## src/rtl/inst_enco_pkg.sv

```systemverilog
// inst_enco_pkg: shared instruction-word layout, format codes and FSM encoding
package inst_enco_pkg;
    localparam int INST_W  = 19;
    localparam int OP_W    = 5;
    localparam int REG_W   = 4;
    localparam int IMM_W   = 10;
    localparam int OP_LSB  = 14;
    localparam int RS1_LSB = 10;
    localparam int RS2_LSB = 6;
    localparam int RD_LSB  = 2;
    localparam int IMM_LSB = 0;
    localparam logic FMT_R = 1'b0;
    localparam logic FMT_I = 1'b1;
    typedef enum logic [1:0] {
        S_IDLE  = 2'd0,
        S_LOAD  = 2'd1,
        S_DRAIN = 2'd2
    } state_t;
endpackage

```

## src/rtl/inst_enco_pack.sv

```systemverilog
// inst_pack: packs instruction fields into a 19-bit word per format
module inst_pack
    import inst_enco_pkg::*;
(
    input  logic              fmt_i,
    input  logic [OP_W-1:0]   opcode_i,
    input  logic [REG_W-1:0]  rs1_i,
    input  logic [REG_W-1:0]  rs2_i,
    input  logic [REG_W-1:0]  rd_i,
    input  logic [IMM_W-1:0]  imm_i,
    output logic [INST_W-1:0] word_o
);
    // immediate overlays the rs2/rd/pad bits; register format leaves the low two bits zero
    always_comb begin
        word_o = '0;
        word_o[OP_LSB +: OP_W]   = opcode_i;
        word_o[RS1_LSB +: REG_W] = rs1_i;
        if (fmt_i == FMT_I) begin
            word_o[IMM_LSB +: IMM_W] = imm_i;
        end else begin
            word_o[RS2_LSB +: REG_W] = rs2_i;
            word_o[RD_LSB +: REG_W]  = rd_i;
        end
    end
endmodule

```

## src/rtl/inst_enco.sv

```systemverilog
// inst_enco: session-based instruction encoder writing packed words to program memory
module inst_enco
    import inst_enco_pkg::*;
#(
    parameter int ADDR_W = 8
) (
    input  logic              clk,
    input  logic              rst,
    input  logic              start,
    input  logic [ADDR_W-1:0] base_addr,
    input  logic [ADDR_W:0]   count,
    input  logic              in_valid,
    output logic              in_ready,
    input  logic              fmt,
    input  logic [OP_W-1:0]   opcode,
    input  logic [REG_W-1:0]  rs1,
    input  logic [REG_W-1:0]  rs2,
    input  logic [REG_W-1:0]  rd,
    input  logic [IMM_W-1:0]  immediate,
    output logic              mem_we,
    input  logic              mem_ready,
    output logic [ADDR_W-1:0] mem_addr,
    output logic [INST_W-1:0] mem_wdata,
    output logic              busy,
    output logic              done,
    output logic              err
);
    state_t              state_q, state_d;
    logic [ADDR_W:0]     rem_q, rem_d;
    logic [ADDR_W-1:0]   nxt_q, nxt_d;
    logic [ADDR_W-1:0]   addr_q, addr_d;
    logic [INST_W-1:0]   wdata_q, wdata_d;
    logic                we_q, we_d;
    logic                done_q, done_d;
    logic                err_q, err_d;
    logic [INST_W-1:0]   packed_word;
    logic                accept, wr_done, too_big;

    inst_pack u_pack (
        .fmt_i    (fmt),
        .opcode_i (opcode),
        .rs1_i    (rs1),
        .rs2_i    (rs2),
        .rd_i     (rd),
        .imm_i    (immediate),
        .word_o   (packed_word)
    );

    assign in_ready  = (state_q == S_LOAD) && (!we_q || mem_ready);
    assign accept    = in_valid && in_ready;
    assign wr_done   = we_q && mem_ready;
    assign too_big   = count[ADDR_W] && (count[ADDR_W-1:0] != '0);
    assign mem_we    = we_q;
    assign mem_addr  = addr_q;
    assign mem_wdata = wdata_q;
    assign busy      = (state_q != S_IDLE);
    assign done      = done_q || ((state_q == S_DRAIN) && wr_done);
    assign err       = err_q;

    // next state: an accept reloads the output register so back-to-back writes need no bubble
    always_comb begin
        state_d = state_q;
        rem_d   = rem_q;
        nxt_d   = nxt_q;
        addr_d  = addr_q;
        wdata_d = wdata_q;
        we_d    = we_q && !mem_ready;
        done_d  = 1'b0;
        err_d   = 1'b0;
        if (accept) begin
            addr_d  = nxt_q;
            nxt_d   = nxt_q + 1'b1;
            wdata_d = packed_word;
            we_d    = 1'b1;
            rem_d   = rem_q - 1'b1;
        end
        case (state_q)
            S_IDLE: begin
                if (start) begin
                    if (count == '0) begin
                        done_d = 1'b1;
                    end else if (too_big) begin
                        err_d = 1'b1;
                    end else begin
                        state_d = S_LOAD;
                        rem_d   = count;
                        nxt_d   = base_addr;
                    end
                end
            end
            S_LOAD:  state_d = (accept && rem_q == (ADDR_W+1)'(1)) ? S_DRAIN : S_LOAD;
            S_DRAIN: state_d = wr_done ? S_IDLE : S_DRAIN;
            default: state_d = S_IDLE;
        endcase
    end

    // state and output registers; reset drops any pending write
    always_ff @(posedge clk) begin
        if (rst) begin
            state_q <= S_IDLE;
            rem_q   <= '0;
            nxt_q   <= '0;
            addr_q  <= '0;
            wdata_q <= '0;
            we_q    <= 1'b0;
            done_q  <= 1'b0;
            err_q   <= 1'b0;
        end else begin
            state_q <= state_d;
            rem_q   <= rem_d;
            nxt_q   <= nxt_d;
            addr_q  <= addr_d;
            wdata_q <= wdata_d;
            we_q    <= we_d;
            done_q  <= done_d;
            err_q   <= err_d;
        end
    end
endmodule

```

## config.mk

```make
export PLATFORM = sky130hd
export DESIGN_NAME = inst_enco
export DESIGN_NICKNAME = d
export VERILOG_FILES = /design/src/rtl/inst_enco_pkg.sv /design/src/rtl/inst_enco_pack.sv /design/src/rtl/inst_enco.sv
export SDC_FILE = /design/constraint.sdc
export NUM_CORES = 1
export LEC_CHECK = 0
export BUFFER_PORTS_ARGS = -buffer_cell sky130_fd_sc_hd__buf_4
export CORE_MARGIN = 3
export CORE_UTILIZATION = 40
export DETAILED_ROUTE_END_ITERATION = 10
export GPL_TIMING_DRIVEN = 0
export PLACE_DENSITY = 0.69
export SLEW_MARGIN = 10
export SYNTH_ARGS = -nofsm -noshare
export SYNTH_HDL_FRONTEND = slang
export SYNTH_HIERARCHICAL = 1
export SYNTH_SLANG_ARGS = --single-unit
```

## constraint.sdc

```tcl
create_clock -name clk -period 1.3 [get_ports clk]
set_input_delay 0.065 -clock clk [delete_from_list [all_inputs] [get_ports clk]]
set_output_delay 0.065 -clock clk [all_outputs]
set_load 0.005 [all_outputs]
```

==> flow_metrics.py <==
metrics = {
    "global_routing": {
        "grt_overflow": 0,
        "grt_util_all_layers": 0.1830,
        "grt_pass1_wl_mm": 10.57,
        "grt_max_degree": 16,
        "grt_antenna_before_repair": 0,
        "number_of_global_route_vias_before_repair": 2285,
    },
    "yosys": {
        "ys_seq_area_frac": 0.4115,
        "post_synthesis_instance_total": 282,
        "mappedNetlistNets": 335,
        "postSynth.asyncResetShare": 0,
        "postSynthAreaPerCell_um2": 8.452,
        "synth-main-ff-cell": "dfxtp_1",
        "post_synthesis_sequential_element_count": 49,
        "dominant_cell_type_by_area_after_synthesis": "dfxtp_1",
        "synth_edf_count": 0,
        "mappedNetlistArea_mm2": 0.002384,
        "synth_cell_types": 40,
        "yosys-top-cells-area": "dfxtp_1 41%, nand2_1 9.9%, a21oi_1 6.7%",
        "ys.warnings.count": 6,
        "yosys.area.top_type_share": 0.4115,
    },
    "place": {
        "placement_stage_worst_setup_slack_ns": -0.2496,
        "gp_routability_congestion": 0.7911,
        "port_buffers": 70,
        "detailedPlacementHpwl_mm": 4.338,
    },
    "sta": {
        "hold_viol": 0,
        "rsz0062_at_grt": "yes",
        "finalMaxSlewViolations": 0,
        "worst_slew_pin_slew_ns": 0.6871,
        "layout_min_cycle_time_ns": 1.496,
        "maxSlewHeadroom": 0.5419,
        "post-route-period-util": 1.151,
        "fmax_mhz": 668.4,
        "final.setup_skew_ns": 0.006823,
        "final-setup-viol-count": 48,
        "final.setup.worst_slack_ns": -0.1962,
    },
    "drt": {
        "detailedRoute.firstIterationViolations": 43,
        "drt-pass1-iter-count": 4,
        "routed_via_density": 5.096,
        "drcViolationCount": 0,
        "route.vias.total": 2339,
        "totalWireLength_mm": 6.805,
        "antenna_viol_nets_final": 0,
        "routedWlPerCell_um": 14.83,
    },
    "worst_setup_path": {
        "r2r_setup_slack_ns": -0.20,
        "worst_ep_required_time_ns": 1.47,
        "worst_setup_path_endpoint": "nxt_q[4]",
        "r2r.worst_path.cells": 7,
        "crit_top_cell": "nor2_4",
        "cp_num_cells": 7,
        "worst_setup_path_startpoint": "state_q[0]",
        "critical_path_arrival_ns": 1.66,
        "crit_path_cell_trace": "buf_4 > or2_4 > nor2_4 > nand3b_4 > buf_8 > nor2_4 > a211oi_4",
        "crit-reg2reg-launch": "state_q[0]",
        "cp_slowest_cell": "dfxtp_4",
        "crit_buf_inv": 2,
        "startpoint_type_of_the_worst_setup_path": "flop",
        "critPathMaxStageDelay_ns": 0.36,
        "cp_max_fo": 10,
        "criticalPathCategory": "flop to flop",
        "crit_family": "simple AND/OR/NAND/NOR gates",
        "setup.worst_path.end_class": "flop",
        "r2r-end": "nxt_q[4]",
    },
    "min_path": {
        "min_delay_path_depth": 3,
        "hold_path.class": "input pin to flop",
    },
    "floorplanning": {
        "starting_utilization_of_the_core_area": 0.4225,
        "floorplan.core_area_mm2": 0.005642,
        "floorplan.die.height_um": 83.20,
        "die_w_um": 83.20,
        "io-pin-count": 82,
        "floorplan.die_area_mm2": 0.006921,
        "std_cell_rows": 27,
    },
    "outcome": {
        "violations": "negative setup slack",
        "run_status": "finished with violations",
    },
    "pwr": {
        "p_leak_nw": 1.549,
        "irDropWorstVdd_mv": 0.4789,
        "power.density_mw_per_mm2": 885.6,
    },
    "clock_network": {
        "clock_latency_ns": 0.31,
        "clk_transition_reported_paths_ns": 0.09,
        "clockRootBuffer": "clkbuf_8",
        "cts.sink_count": 49,
        "clock_path_buffers": 2,
        "clock_tree.htree_level_count": 2,
        "tritoncts": "built",
        "cts_inserted_buffers": 5,
    },
    "final_layout": {
        "antenna-diode-count": 0,
        "final_net_count": 439,
        "postLayoutCoreUtil": 0.6709,
        "syn2layout_area_growth_pct": 58.79,
        "fillers": 466,
        "fraction_of_layout_cells_with_a_size_suffix_above_1": 0.5401,
    },
    "job": {
        "cap_violations": 0,
    },
}
stage by stage:
step | power [mW] | setup TNS (ns) | instance area, um2 | cells | hold slack, ns
final | 3.352 | -7.228 | 3785 | 459 | 0.002265
after global routing | 3.514 | -9.843 | 3785 | 459 | 0.0005530
after CTS | 3.195 | -4.948 | 3306 | 443 | 0.001046
after detailed placement | 2.231 | -6.992 | 3014 | 424 | 0.2448
after global placement | 2.222 | -6.445 | 3014 | 424 | 0.2486
after floorplan | 2.007 | -0.1393 | 2399 | 282 | 0.1415
synthesized netlist by cell type (2+ instances only):
cell and instances:
ha_1 3, and2_2 2, or2_2 2, nand2_1 63
nor3_1 4, clkbuf_1 6, mux2_4 8, a211oi_2 2
nor4_1 3, nor2_1 22, inv_1 5, and3_1 3
a21oi_1 32, nor2b_1 2, buf_6 2, buf_2 5
a211oi_1 12, dfxtp_1 49, nand2b_1 2, xor2_1 6
xnor2_1 8, nor4_2 3, and2b_1 2, nand3_1 5
buf_4 12, nand4_1 5
cells by family (layout without fill, tap and decap cells):
family	after synthesis	after routing	synth area share
buffers and inverters	31	136	0.07664
AO/OA/AOI/OAI	53	53	0.1386
adder cells (fa/ha/maj)	3	3	0.01575
multiplexers	8	8	0.05040
AND/OR/NAND/NOR	124	124	0.2556
XOR/XNOR	14	14	0.05144
flip-flops	49	49	0.4115
cell usage in the layout (no fill, tap or decap), types with 2 or more instances in the layout:
cell / netlist / layout
buf_12: 0 / 2
nor2_4: 0 / 2
clkbuf_8: 0 / 5
and2b_1: 2 / 2
a21oi_1: 32 / 17
or2_4: 0 / 2
nor2_1: 22 / 13
nand4_1: 5 / 5
clkbuf_16: 0 / 3
a21oi_2: 0 / 15
clkinvlp_4: 0 / 2
inv_1: 5 / 5
xnor2_1: 8 / 7
a211oi_2: 2 / 7
nor2_2: 1 / 8
nand2_4: 0 / 5
nand2_2: 0 / 16
and2_2: 2 / 2
nand2b_4: 0 / 2
buf_4: 12 / 94
a211oi_1: 12 / 6
mux2_4: 8 / 8
clkbuf_1: 6 / 7
and3_1: 3 / 3
buf_8: 0 / 7
buf_6: 2 / 4
ha_1: 3 / 2
nor3_2: 0 / 2
nor3_1: 4 / 2
nand2_1: 63 / 42
nor4_2: 3 / 5
dfxtp_4: 0 / 3
dlygate4sd3_1: 0 / 6
dfxtp_1: 49 / 45
xor2_1: 6 / 6
nand3_1: 5 / 4
worst register-to-register path, stage by stage (launching register included):
cell and delay [ns]:
dfxtp_4 0.36, buf_4 0.13, or2_4 0.26, nor2_4 0.12, nand3b_4 0.13, buf_8 0.18, nor2_4 0.12, a211oi_4 0.06
registers in the layout (all words and copies together) (netlist names):
name / cells
mem_we: 1
nxt_q: 8
mem_wdata: 19
state_q: 2
err: 1
rem_q: 9
done_q: 1
mem_addr: 8
worst min path at each step:
stage | endpoint | slack (ns) | from
after floorplan | done_q | 0.14 | count[8]
final | mem_wdata[14] | 0.002 | opcode[0]
after global placement | done_q | 0.25 | count[8]
after CTS | mem_wdata[17] | 0.001 | opcode[3]
after detailed placement | done_q | 0.24 | count[8]
after global routing | mem_wdata[14] | 0.0006 | opcode[0]
final cells by class:
type	instances	area, um2	share of cell area
inverters	5	18.77	0.004959
plain buffers	26	245.2	0.06479
flip-flops and latches	49	993.5	0.2625
clock inverters	2	15.01	0.003967
multi-input cells	202	1534	0.4053
clock buffers	6	72.57	0.01917
repair buffers	97	815.8	0.2155
well taps	72	90.09	0.02380
per-layer routing:
metal,global-route usage,wire (um),up-vias
li1,-,-,1155
met1,0.2287,2894,1100
met2,0.3003,3356,73
met3,0.05357,476,11
met4,0.06241,78,0
met5,0,0,-
report_power, final:
| part | switching (mW) | internal [mW] |
|---|---|---|
| Clock | 0.535 | 0.380 |
| Combinational | 0.343 | 0.439 |
| Sequential | 0.0832 | 1.57 |
| Total | 0.961 | 2.39 |
what timing repair did:
item	4_1_cts	5_1_grt
resized for setup	32	81
hold endpoints to repair	4	2
pin swaps	6	16
setup endpoints to repair	48	50
cloned	0	3
setup buffers	7	11
hold buffers	4	2
Note: power is estimated with default switching activity, not from simulation.
